[src/rtl/inst_encoder.sv]
// LEGv8 instruction encoder feeding a 4-entry FIFO with a running instruction-memory address.
// Define ENCODER_RANGE_CHECK_EN to drop (and flag) LDUR/STUR/CBZ requests whose immediate does not fit its field.
module inst_encoder (
  input  logic        clk,
  input  logic        reset,
  input  logic        in_valid,
  output logic        in_ready,
  input  logic [2:0]  op,
  input  logic [4:0]  rd,
  input  logic [4:0]  rn,
  input  logic [4:0]  rm,
  input  logic [31:0] imm,
  output logic        out_valid,
  input  logic        out_ready,
  output logic [31:0] out_instr,
  output logic [5:0]  out_addr,
  output logic [2:0]  count,
  output logic        err
);

  logic [31:0] mem [4];
  logic [1:0]  wr_ptr;
  logic [1:0]  rd_ptr;
  logic [31:0] enc_word;
  logic        legal;
  logic        accept;
  logic        push;
  logic        pop;

  assign in_ready  = (count != 3'd4);
  assign out_valid = (count != 3'd0);
  assign accept    = in_valid && in_ready;
  assign push      = accept && legal;
  assign pop       = out_valid && out_ready;
  assign out_instr = out_valid ? mem[rd_ptr] : 32'h0000_0000;

  always_comb begin
    enc_word = 32'h0000_0000;
    legal    = 1'b1;
    case (op)
      3'd0:    enc_word = {11'b10001011000, rm, 6'b000000, rn, rd};
      3'd1:    enc_word = {11'b11001011000, rm, 6'b000000, rn, rd};
      3'd2:    enc_word = {11'b10001010000, rm, 6'b000000, rn, rd};
      3'd3:    enc_word = {11'b10101010000, rm, 6'b000000, rn, rd};
      3'd4:    enc_word = {11'b11111000010, imm[8:0], 2'b00, rn, rd};
      3'd5:    enc_word = {11'b11111000000, imm[8:0], 2'b00, rn, rd};
      3'd6:    enc_word = {8'b10110100, imm[18:0], rd};
      default: legal = 1'b0;
    endcase
`ifdef ENCODER_RANGE_CHECK_EN
    // An immediate fits a signed N-bit field only if every bit above it matches the field's sign bit.
    if ((op == 3'd4 || op == 3'd5) && (imm[31:8] != {24{imm[8]}}))
      legal = 1'b0;
    if ((op == 3'd6) && (imm[31:18] != {14{imm[18]}}))
      legal = 1'b0;
`endif
  end

`ifndef ENCODER_RANGE_CHECK_EN
  logic unused_imm_high;
  assign unused_imm_high = ^imm[31:19];
`endif

  // Storage needs no reset: an empty FIFO masks whatever the entries hold.
  always_ff @(posedge clk) begin
    if (push)
      mem[wr_ptr] <= enc_word;
  end

  always_ff @(posedge clk or negedge reset) begin
    if (!reset) begin
      wr_ptr   <= 2'd0;
      rd_ptr   <= 2'd0;
      count    <= 3'd0;
      out_addr <= 6'd0;
      err      <= 1'b0;
    end else begin
      err <= accept && !legal;
      if (push)
        wr_ptr <= wr_ptr + 2'd1;
      if (pop) begin
        rd_ptr   <= rd_ptr + 2'd1;
        out_addr <= out_addr + 6'd1;
      end
      count <= count + {2'b00, push} - {2'b00, pop};
    end
  end

endmodule
[config.mk]
export PLATFORM = sky130hd
export DESIGN_NAME = inst_encoder
export DESIGN_NICKNAME = d
export VERILOG_FILES = /design/src/rtl/inst_encoder.sv
export SDC_FILE = /design/constraint.sdc
export NUM_CORES = 1
export LEC_CHECK = 0
export ABC_AREA = 1
export BUFFER_PORTS_ARGS = -buffer_cell sky130_fd_sc_hd__buf_4
export CAP_MARGIN = 20
export CORE_ASPECT_RATIO = 0.75
export CORE_MARGIN = 2
export CORE_UTILIZATION = 56
export DETAILED_ROUTE_END_ITERATION = 8
export GPL_ROUTABILITY_DRIVEN = 1
export HOLD_SLACK_MARGIN = 0.03
export PLACE_DENSITY = 0.82
export SLEW_MARGIN = 20
export SYNTH_ARGS = -nofsm -noshare
export SYNTH_HDL_FRONTEND = slang
export SYNTH_SLANG_ARGS = --single-unit
[constraint.sdc]
create_clock -name clk -period 2.9 [get_ports clk]
set_input_delay 0.145 -clock clk [delete_from_list [all_inputs] [get_ports clk]]
set_output_delay 0.145 -clock clk [all_outputs]
set_load 0.01 [all_outputs]
# ---- Word level (Yosys, flattened, before mapping)
# Memory sizes are Yosys's and may differ from the RTL's.
# Cells that the tools add are included.
# W data, S select, Z words.
dict set report totals {
  ff_bits 14
  latchBits 0
  mem_bits_rw 128
  mem_bits_ro 0
  mem_count 1
}
# memory words word_bits read_ports rd_clocked_by_memory_dff wr line
set memory_table {}
lappend memory_table {mem 4 32 1 0 1 21} ;# logic [31:0] mem [4];
dict set report classes {
  add_sub_neg 5
  mul 0
  n_div 0
  order_cmp 0
  n_eq_ne 7
  shift 0
  muxes 5
  bitwise 0
  reduce_logical 8
}
# operator n
set ops {}
lappend ops {{$pmux W32 S7} 1}
lappend ops {{$mux W32} 1}
lappend ops {{$eq A3 B3 Y1 const B} 3}
lappend ops {{$reduce_or A7 Y1} 1}
lappend ops {{$add A6 B1 Y6 const B} 1}
lappend ops {{$eq A3 B2 Y1 const B} 2}
lappend ops {{$add A2 B1 Y2 const B} 2}
lappend ops {{$logic_and A1 B1 Y1} 4}
lappend ops {{$add A3 B1 Y3} 1}
lappend ops {{$eq A3 B1 Y1 const B} 1}
lappend ops {{$logic_not A3 Y1} 1}
lappend ops {{$mux W1} 3}
lappend ops {{$ne A3 B3 Y1 const B} 1}
lappend ops {{$reduce_bool A3 Y1} 1}
lappend ops {{$sub A3 B1 Y3} 1}
lappend ops {{$logic_not A1 Y1} 1}

# ---- Longest topological paths before layout
# Gate-level depths: netlist of run 1.
dict set report depth {
  depth_word 6
  depth_mapped 8
}

# ---- Worst setup path after synthesis of run 1
# Ideal clock, no wire load.
dict set report synth_timing {
  path_type {flip-flop to flip-flop}
  start {reg count[1]}
  end {mem mem[0][0] (enable)}
  arrival_ps 2255
  required_ps 2479
  path_slack_ps 224
  stages_incl_launch_ff 5
  n_path_buf 0
  path_cell_list {dfrtp_1 inv_1 nand3_1 nand3_4 nor2_1}
}
dict set report synth_between {
  elab_chain_cells 5
}
# item line
set synth_lines {}
lappend synth_lines {{start, declared} 17} ;# output logic [2:0] count,
lappend synth_lines {{start signal, assigned} 85} ;# count <= count + {2'b00, push} - {2'b00, pop};
lappend synth_lines {{$ne A3 B3 Y1} 30} ;# assign in_ready = (count != 3'd4);
lappend synth_lines {{named net in_ready} 7} ;# output logic in_ready,
lappend synth_lines {{$logic_and A1 B1 Y1} 32} ;# assign accept = in_valid && in_ready;
lappend synth_lines {{$logic_and A1 B1 Y1} 33} ;# assign push = accept && legal;
lappend synth_lines {{$mux W1} 66} ;# if (push)
lappend synth_lines {{$mux W1 (not written as such)} 67} ;# mem[wr_ptr] <= enc_word;
lappend synth_lines {{end, declared} 21}
# The timed path passes the listed nets, and every way through them passes these cells.

# ---- Worst setup path after layout of run 1
dict set report layout_timing {
  start {reg rd_ptr[1]}
  end {out out_instr[17]}
}
dict set report layout_between {
  elab_chain_cells 2
}
# item line
set layout_lines {}
lappend layout_lines {{start, declared} 23} ;# logic [1:0] rd_ptr;
lappend layout_lines {{start signal, assigned} 82} ;# rd_ptr <= rd_ptr + 2'd1;
lappend layout_lines {{$mem_v2 Z4 W32} -}
lappend layout_lines {{$mux W32} 35} ;# assign out_instr = out_valid ? mem[rd_ptr] : 32'h0000_0000;
lappend layout_lines {{end, declared} 15} ;# output logic [31:0] out_instr,
# No other way between the ends.

==> results of run 1 <==
==> timing repair <==
item,4_1_cts,5_1_grt
gates resized for setup,0,0
endpoints found under the hold margin,15,0
hold buffers,2,0
==> power breakdown <==
group / internal, mW / switching (mW) / total, mW
logic: 1.20 / 1.88 / 3.08
registers: 2.68 / 0.183 / 2.87
clock network: 1.70 / 0.796 / 2.50
total: 5.59 / 2.85 / 8.45
==> final cells by class <==
cell class,count,area share
Multi-Input combinational cell,338,0.215
Sequential cell,142,0.557
Clock buffer,22,0.0642
Tap cell,136,0.0226
Inverter,34,0.0176
Timing Repair Buffer,96,0.0963
Clock inverter,10,0.0274
==> tightest hold or removal path, cell delays in order <==
cell and delay, ns:
sky130_fd_sc_hd__buf_4 0.08, sky130_fd_sc_hd__nand2_1 0.04, sky130_fd_sc_hd__inv_1 0.08
==> flip-flops by register name (all words and copies together), names as in the netlist <==
name      cells
count         3
err           1
mem         128
out_addr      6
rd_ptr        2
wr_ptr        2
==> layer usage <==
layer  GRT usage  share of wire
met1       0.311           0.39
met2       0.411           0.50
met3      0.0666          0.094
met4      0.0899          0.015
met5           0              0
==> path summary, 6_finish.rpt <==
kind | startpoint | endpoint | slack (ns) | cells after the start
hold / removal | rd[3] | mem[0][3]$_DFFE_PP_ | 0.06 | 3
hold reg to reg | count[0]$_DFF_PN0_ | count[0]$_DFF_PN0_ | 0.55 | 1
setup reg to reg | count[1]$_DFF_PN0_ | count[2]$_DFF_PN0_ | 0.91 | 7
setup / recovery | rd_ptr[1]$_DFFE_PN0P_ | out_instr[17] | 0.57 | 5
min in group asynchronous | reset | count[0]$_DFF_PN0_ | 0.11 | 2
max in group asynchronous | reset | rd_ptr[0]$_DFFE_PN0P_ | 2.60 | 2
==> cells by family after synthesis <==
logic type / after synthesis
AND/OR/NAND/NOR: 208
flip-flops: 142
AO/OA/AOI/OAI: 114
buffers and inverters: 60
XOR/XNOR: 9
adder cells (fa/ha/maj): 7
==> stage by stage <==
stage,power [mW],hold WS (ns),util,worst slack [ns]
after floorplan,4.71,-0.151,-,0.224
final,8.45,0.0640,0.724,0.566
after detailed placement,5.93,0.00463,0.656,0.838
after CTS,8.46,0.0539,0.724,0.530
after global routing,8.88,0.0733,0.724,0.441
after global placement,5.82,0.000608,0.656,0.894
==> cells in the mapped netlist, types with 4 or more instances <==
cell type                  instances  area (sq um)
sky130_fd_sc_hd__a21oi_1          39           195
sky130_fd_sc_hd__buf_2            12          60.1
sky130_fd_sc_hd__buf_4             4          30.0
sky130_fd_sc_hd__buf_6             4          45.0
sky130_fd_sc_hd__dfrtp_1          14           350
sky130_fd_sc_hd__edfxtp_1        128          3840
sky130_fd_sc_hd__ha_1              6          75.1
sky130_fd_sc_hd__inv_1            28           105
sky130_fd_sc_hd__inv_2             4          15.0
sky130_fd_sc_hd__nand2_1          55           206
sky130_fd_sc_hd__nand3_1           6          30.0
sky130_fd_sc_hd__nor2_1          141           529
sky130_fd_sc_hd__o21ai_0          26           130
sky130_fd_sc_hd__o21ai_1          43           215
sky130_fd_sc_hd__xor2_1            6          52.6
==> flow_summary.html, run 1 <==
<table>
<tr><th>Metric</th><th>Value</th></tr>
<tr><th colspan="2">Status</th></tr>
<tr><td>Run status</td><td>completed</td></tr>
<tr><th colspan="2">Place</th></tr>
<tr><td>Buffers on Ports</td><td>84</td></tr>
<tr><td>Post-detailed-placement cell area</td><td>6830 sq um</td></tr>
<tr><td>Half-perimeter wire length of the detailed placement result</td><td>7750 microns</td></tr>
<tr><td>Placed cells</td><td>744</td></tr>
<tr><td>Final estimated routing congestion in global placement</td><td>0.793</td></tr>
<tr><th colspan="2">CTS</th></tr>
<tr><td>CTS tree</td><td>done</td></tr>
<tr><td>Number of buffers created by CTS</td><td>17</td></tr>
<tr><td>Latest clock arrival within the worst-skew pair</td><td>0.41 ns</td></tr>
<tr><td>Number of setup buffers added after CTS</td><td>0</td></tr>
<tr><td>Root buffer cell</td><td>sky130_fd_sc_hd__clkbuf_16</td></tr>
<tr><td>Number of H-tree levels</td><td>4</td></tr>
<tr><td>CTS Buffer Depth</td><td>2</td></tr>
<tr><td>Clock net sink count</td><td>142</td></tr>
<tr><td>Clock-pin transition on the worst setup and hold timing paths</td><td>0.06 ns</td></tr>
<tr><th colspan="2">Setup path</th></tr>
<tr><td>Startpoint Class</td><td>flop</td></tr>
<tr><td>Endpoint type of the worst setup path</td><td>output port</td></tr>
<tr><td>Peak per-stage delay on the critical path</td><td>0.62 ns</td></tr>
<tr><td>Crit-path cells</td><td>inv_2 &gt; nor2_1 &gt; o21ai_1 &gt; a21oi_1 &gt; buf_4</td></tr>
<tr><td>Data arrival, critical path</td><td>2.19 ns</td></tr>
<tr><td>Setup Crit Path Kind</td><td>reg -&gt; out</td></tr>
<tr><td>Maximum fanout along the worst path</td><td>33</td></tr>
<tr><td>Buffer and inverter count on the worst path</td><td>2</td></tr>
<tr><td>Worst path slowest cell</td><td>sky130_fd_sc_hd__dfrtp_1</td></tr>
<tr><td>Kind of cell adding the most delay to the critical path</td><td>flip-flops</td></tr>
<tr><td>Req. time, crit path</td><td>2.76 ns</td></tr>
<tr><th colspan="2">Synthesis</th></tr>
<tr><td>Number of enable-type register cells in the synthesized netlist</td><td>128</td></tr>
<tr><td>Seq/Total Area, Yosys</td><td>0.690</td></tr>
<tr><td>Synth Area in Adders</td><td>0.0156</td></tr>
<tr><td>Number of cells produced by synthesis</td><td>540</td></tr>
<tr><td>Share of synthesized flip-flops with an asynchronous set or reset</td><td>0.0986</td></tr>
<tr><td>Simple-gate share of the synthesized area</td><td>0.136</td></tr>
<tr><td>Leading register cell type out of synthesis</td><td>sky130_fd_sc_hd__edfxtp_1</td></tr>
<tr><td>Post-Synthesis Cell Area</td><td>6080 sq um</td></tr>
<tr><td>Register bit count reported by yosys</td><td>142</td></tr>
<tr><td>Avg Inst Size Synth</td><td>11.3 sq um</td></tr>
<tr><td>Xor and xnor fraction of the mapped netlist area</td><td>0.0130</td></tr>
<tr><td>Warnings from Yosys</td><td>0</td></tr>
<tr><td>Largest family of logic cells by synthesized area</td><td>simple AND/OR/NAND/NOR gates</td></tr>
<tr><td>Synth Net Count</td><td>601</td></tr>
<tr><td>Complex-gate fraction of the synthesized area</td><td>0.0969</td></tr>
<tr><td>Count of unique library cells instantiated by Yosys</td><td>27</td></tr>
<tr><td>Fraction of synthesized area in multiplexers</td><td>0</td></tr>
<tr><th colspan="2">Layout</th></tr>
<tr><td>Area used by multi-input combinational logic</td><td>1620 sq um</td></tr>
<tr><td>Most frequent cells in the layout</td><td>sky130_fd_sc_hd__nor2_1, sky130_fd_sc_hd__edfxtp_1, sky130_fd_sc_hd__buf_4</td></tr>
<tr><td>Most common cell after layout, fill and taps aside</td><td>sky130_fd_sc_hd__nor2_1</td></tr>
<tr><td>Post-layout instance count excluding filler cells</td><td>778</td></tr>
<tr><td>Nets</td><td>690</td></tr>
<tr><td>Fraction of layout cells with a size suffix above 1</td><td>0.217</td></tr>
<tr><td>Post-Layout Inst Area</td><td>7540 sq um</td></tr>
<tr><td>Number of antenna diodes</td><td>0</td></tr>
<tr><td>Area delta synth-&gt;final</td><td>24.0%</td></tr>
<tr><td>Area taken by flip-flops and latches</td><td>4200 sq um</td></tr>
<tr><td># fillers</td><td>679</td></tr>
<tr><th colspan="2">Floorplanning</th></tr>
<tr><td>Floorplan die width</td><td>124 microns</td></tr>
<tr><td>Boundary Pins</td><td>98</td></tr>
<tr><td>Chip Height</td><td>94.2 microns</td></tr>
<tr><td>Standard cell core area</td><td>10400 sq um</td></tr>
<tr><td>Number of rows in the core area</td><td>32</td></tr>
<tr><td>Initial core utilization</td><td>0.584</td></tr>
<tr><td>Area of the die</td><td>11700 sq um</td></tr>
<tr><th colspan="2">STA</th></tr>
<tr><td>TNS Setup</td><td>0 ns</td></tr>
<tr><td>Min cycle time layout</td><td>2.33 ns</td></tr>
<tr><td>Finish-stage setup viols</td><td>0</td></tr>
<tr><td>Worst Tran Pin Value</td><td>0.712 ns</td></tr>
<tr><td>Post-route fraction of the period consumed by the critical path</td><td>0.805</td></tr>
<tr><td>Final Hold Viols</td><td>0</td></tr>
<tr><td>Fmax achieved</td><td>0.429 GHz</td></tr>
<tr><td>Setup repair after global routing missed its margin</td><td>no</td></tr>
<tr><td>Worst rel slew slack</td><td>0.525</td></tr>
<tr><td>Number of pins exceeding their max-slew limit in the final report</td><td>0</td></tr>
<tr><td>Clock Skew</td><td>0.00942 ns</td></tr>
<tr><th colspan="2">Run</th></tr>
<tr><td>Max capacitance violation total</td><td>0</td></tr>
<tr><th colspan="2">Global route</th></tr>
<tr><td>Remaining global-route overflow</td><td>0</td></tr>
<tr><td>Pin count of the biggest net entering global routing</td><td>66</td></tr>
<tr><td>First-pass GRT wire length</td><td>21100 microns</td></tr>
<tr><td>Number of antenna violations at the first check in global routing</td><td>0</td></tr>
<tr><td>Vias in the first global route</td><td>4149</td></tr>
<tr><td>Total track usage</td><td>0.245</td></tr>
<tr><th colspan="2">Route</th></tr>
<tr><td>DRC violation count after routing</td><td>0</td></tr>
<tr><td>WL final</td><td>13700 microns</td></tr>
<tr><td>Average wire length per cell after detail routing</td><td>17.6 microns</td></tr>
<tr><td>Via count</td><td>4375</td></tr>
<tr><td>Remaining number of nets flagged by the antenna check after routing</td><td>0</td></tr>
<tr><td>Pre-Repair DR Iteration Count</td><td>5</td></tr>
<tr><td>DR vias/cell</td><td>5.62</td></tr>
<tr><td>Violation count after the first detailed-routing iteration</td><td>424</td></tr>
<tr><th colspan="2">Pwr</th></tr>
<tr><td>Leakage</td><td>3.01 nW</td></tr>
<tr><td>Maximum VDD drop</td><td>0.609 mV</td></tr>
<tr><td>Pwr dens</td><td>1120 nW/um^2</td></tr>
<tr><th colspan="2">Hold path</th></tr>
<tr><td>Min-delay worst type</td><td>in -&gt; reg</td></tr>
</table>
(Power assumes the default switching activity.)
==> run 2: changes to the inputs <==
CORE_UTILIZATION = 51   (was 56)
PLACE_DENSITY = 0.79   (was 0.82)
clock period = 2.1 ns   (was 2.9 ns; I/O delays follow)
==> flow_summary.html, run 2 (same netlist as run 1, synthesis figures left out) <==
<table>
<tr><th>Metric</th><th>Value</th></tr>
<tr><th colspan="2">Layout</th></tr>
<tr><td># fillers</td><td>851 (+25%)</td></tr>
<tr><td>Number of antenna diodes</td><td>0 (unchanged)</td></tr>
<tr><td>Fraction of layout cells with a size suffix above 1</td><td>0.219 (+0.00248)</td></tr>
<tr><td>Most frequent cells in the layout</td><td>sky130_fd_sc_hd__nor2_1, sky130_fd_sc_hd__edfxtp_1, sky130_fd_sc_hd__buf_4</td></tr>
<tr><td>Top flop regs</td><td>mem: 128 flops, out_addr: 6 flops, count: 3 flops</td></tr>
<tr><td>Area delta synth-&gt;final</td><td>26.0%</td></tr>
<tr><td>Most common cell after layout, fill and taps aside</td><td>sky130_fd_sc_hd__nor2_1</td></tr>
<tr><td>Largest Register</td><td>mem</td></tr>
<tr><td>Nets</td><td>701 (+1.6%)</td></tr>
<tr><td>Number of flip-flops under the largest register name</td><td>128 (unchanged)</td></tr>
<tr><td>Post-Layout Inst Area</td><td>7660 sq um (+1.7%)</td></tr>
<tr><th colspan="2">STA</th></tr>
<tr><td>Worst rel slew slack</td><td>0.694 (+0.169)</td></tr>
<tr><td>Post-route fraction of the period consumed by the critical path</td><td>0.964</td></tr>
<tr><td>Finish-stage setup viols</td><td>0 (unchanged)</td></tr>
<tr><td>Worst hold-check slack</td><td>0.0420 ns (-0.0220 ns)</td></tr>
<tr><td>Final Hold Viols</td><td>0 (unchanged)</td></tr>
<tr><td>Clock Skew</td><td>0.00891 ns (-0.000513 ns)</td></tr>
<tr><td>Number of pins exceeding their max-slew limit in the final report</td><td>0 (unchanged)</td></tr>
<tr><td>Min cycle time layout</td><td>2.02 ns</td></tr>
<tr><td>Setup repair after global routing missed its margin</td><td>no</td></tr>
<tr><td>Worst Tran Pin Value</td><td>0.454 ns (-0.258 ns)</td></tr>
<tr><td>Fmax achieved</td><td>0.494 GHz</td></tr>
<tr><td>Setup WS post-layout</td><td>0.0753 ns (-0.491 ns)</td></tr>
<tr><th colspan="2">Place</th></tr>
<tr><td>Post-detailed-placement cell area</td><td>7000 sq um (+2.5%)</td></tr>
<tr><td>Final estimated routing congestion in global placement</td><td>0.824 (+3.9%)</td></tr>
<tr><td>Half-perimeter wire length of the detailed placement result</td><td>8270 microns (+6.7%)</td></tr>
<tr><td>Buffers on Ports</td><td>84 (unchanged)</td></tr>
<tr><td>DP Worst Slack</td><td>0.234 ns (-0.605 ns)</td></tr>
<tr><th colspan="2">CTS</th></tr>
<tr><td>Number of buffers created by CTS</td><td>17 (unchanged)</td></tr>
<tr><td>Number of H-tree levels</td><td>4 (unchanged)</td></tr>
<tr><td>CTS hold repair buffers</td><td>6 (+4)</td></tr>
<tr><td>CTS tree</td><td>done</td></tr>
<tr><td>Clock net sink count</td><td>142 (unchanged)</td></tr>
<tr><td>Latest clock arrival within the worst-skew pair</td><td>0.42 ns (about the same)</td></tr>
<tr><td>Root buffer cell</td><td>sky130_fd_sc_hd__clkbuf_16</td></tr>
<tr><td>Clock-pin transition on the worst setup and hold timing paths</td><td>0.06 ns (about the same)</td></tr>
<tr><td>Number of setup buffers added after CTS</td><td>0 (unchanged)</td></tr>
<tr><td>Post-CTS Resized</td><td>0 (unchanged)</td></tr>
<tr><td>CTS Buffer Depth</td><td>2 (unchanged)</td></tr>
<tr><th colspan="2">Floorplanning</th></tr>
<tr><td>Initial core utilization</td><td>0.524 (-0.0605)</td></tr>
<tr><td>Boundary Pins</td><td>98 (unchanged)</td></tr>
<tr><td>Chip Height</td><td>98.6 microns (+4.6%)</td></tr>
<tr><td>Floorplan die width</td><td>130 microns (+4.6%)</td></tr>
<tr><td>Area of the die</td><td>12800 sq um (+9.4%)</td></tr>
<tr><td>Number of rows in the core area</td><td>34 (+6.3%)</td></tr>
<tr><td>Standard cell core area</td><td>11600 sq um (+12%)</td></tr>
<tr><th colspan="2">Setup path</th></tr>
<tr><td>Startpoint Class</td><td>flop</td></tr>
<tr><td>Setup Crit Path Kind</td><td>reg -&gt; out</td></tr>
<tr><td>Endpoint type of the worst setup path</td><td>output port</td></tr>
<tr><td>Req. time, crit path</td><td>2.00 ns (-0.76 ns)</td></tr>
<tr><td>Maximum fanout along the worst path</td><td>34 (+3.0%)</td></tr>
<tr><td>Worst R2R Start</td><td>count[1]$_DFF_PN0_</td></tr>
<tr><td>Critical path origin</td><td>rd_ptr[0]$_DFFE_PN0P_</td></tr>
<tr><td>Data arrival, critical path</td><td>1.92 ns (-0.27 ns)</td></tr>
<tr><td>Worst Reg2Reg Path Length in Cells</td><td>7 (unchanged)</td></tr>
<tr><th colspan="2">Pwr</th></tr>
<tr><td>Pwr dens</td><td>1500 nW/um^2 (+34%)</td></tr>
<tr><td>Maximum VDD drop</td><td>0.768 mV (+26%)</td></tr>
<tr><td>Leakage</td><td>3.04 nW (+0.99%)</td></tr>
<tr><th colspan="2">Global route</th></tr>
<tr><td>Number of antenna violations at the first check in global routing</td><td>0 (unchanged)</td></tr>
<tr><td>Total track usage</td><td>0.231 (-0.0142)</td></tr>
<tr><td>Pin count of the biggest net entering global routing</td><td>49 (-26%)</td></tr>
<tr><td>Vias in the first global route</td><td>4353 (+4.9%)</td></tr>
<tr><td>Remaining global-route overflow</td><td>0 (unchanged)</td></tr>
<tr><td>First-pass GRT wire length</td><td>21800 microns (+3.3%)</td></tr>
<tr><th colspan="2">Hold path</th></tr>
<tr><td>Worst hold start</td><td>imm[14]</td></tr>
<tr><td>Worst hold path cell count</td><td>3 (unchanged)</td></tr>
<tr><td>Min-delay worst type</td><td>in -&gt; reg</td></tr>
<tr><th colspan="2">Status</th></tr>
<tr><td>Run status</td><td>completed</td></tr>
<tr><th colspan="2">Route</th></tr>
<tr><td>Pre-Repair DR Iteration Count</td><td>4 (-1)</td></tr>
<tr><td>DR vias/cell</td><td>5.23 (-7.0%)</td></tr>
<tr><td>Via count</td><td>4263 (-2.6%)</td></tr>
<tr><td>Violation count after the first detailed-routing iteration</td><td>299 (-29%)</td></tr>
<tr><td>Remaining number of nets flagged by the antenna check after routing</td><td>0 (unchanged)</td></tr>
<tr><td>WL final</td><td>13900 microns (+1.6%)</td></tr>
<tr><td>Average wire length per cell after detail routing</td><td>17.1 microns (-3.1%)</td></tr>
<tr><td>DRC violation count after routing</td><td>0 (unchanged)</td></tr>
<tr><th colspan="2">Run</th></tr>
<tr><td>Max capacitance violation total</td><td>0 (unchanged)</td></tr>
</table>
## run 2: cell types whose count changed in the layout (fill, tap and decap cells not counted), sizes merged
cell and change:
bufinv -2, buf +7, dlygate4sd3 +4, clkbuf -3, clkinv +4, clkinvlp +1
## run 2: final timing paths
check	end	slack, ns
max in group asynchronous	rd_ptr[0]$_DFFE_PN0P_	1.84
worst min register to register	count[0]$_DFF_PN0_	0.54
worst max register to register	count[2]$_DFF_PN0_	0.21
worst max-delay path	out_instr[9]	0.08
worst min-delay path	mem[2][19]$_DFFE_PP_	0.04
min in group asynchronous	count[2]$_DFF_PN0_	0.07
## run 2: critical path: stages (launching register included)
cell and delay, ns:
sky130_fd_sc_hd__dfrtp_2 0.43, sky130_fd_sc_hd__inv_2 0.23, sky130_fd_sc_hd__buf_12 0.24, sky130_fd_sc_hd__o21ai_0 0.12
sky130_fd_sc_hd__a21oi_1 0.29, sky130_fd_sc_hd__buf_4 0.18
## run 2: layer usage
| layer | up-vias | track usage | part of all wire |
|---|---|---|---|
| met3 | 19 | 0.0635 | 0.067 |
| met5 | - | 0 | 0 |
| li1 | 2049 | - | - |
| met1 | 2070 | 0.298 | 0.42 |
| met4 | 0 | 0.0943 | 0.017 |
| met2 | 125 | 0.372 | 0.50 |
## run 2: metrics by stage
step / instances / util / total power [mW] / setup TNS [ns]
final: 815 / 0.660 / 11.5 / 0
after global routing: 815 / 0.660 / 12.1 / 0
after CTS: 815 / 0.660 / 11.6 / 0
after detailed placement: 777 / 0.603 / 8.42 / 0
after global placement: 777 / 0.603 / 8.28 / 0
after floorplan: 540 / - / 6.50 / -8.14
## run 2: layout make-up
class,count,area [sq um],share of cell area
multi-input cells,338,1620,0.212
well taps,162,203,0.0264
clock inverters,13,171,0.0224
flip-flops and latches,142,4200,0.547
inverters,34,133,0.0173
clock buffers,19,433,0.0565
repair buffers,107,906,0.118
## run 2: where the power goes
group          internal, mW  switching (mW)
logic                  1.85            2.63
clock network          1.97            1.13
registers              3.70           0.234
total                  7.52            3.99
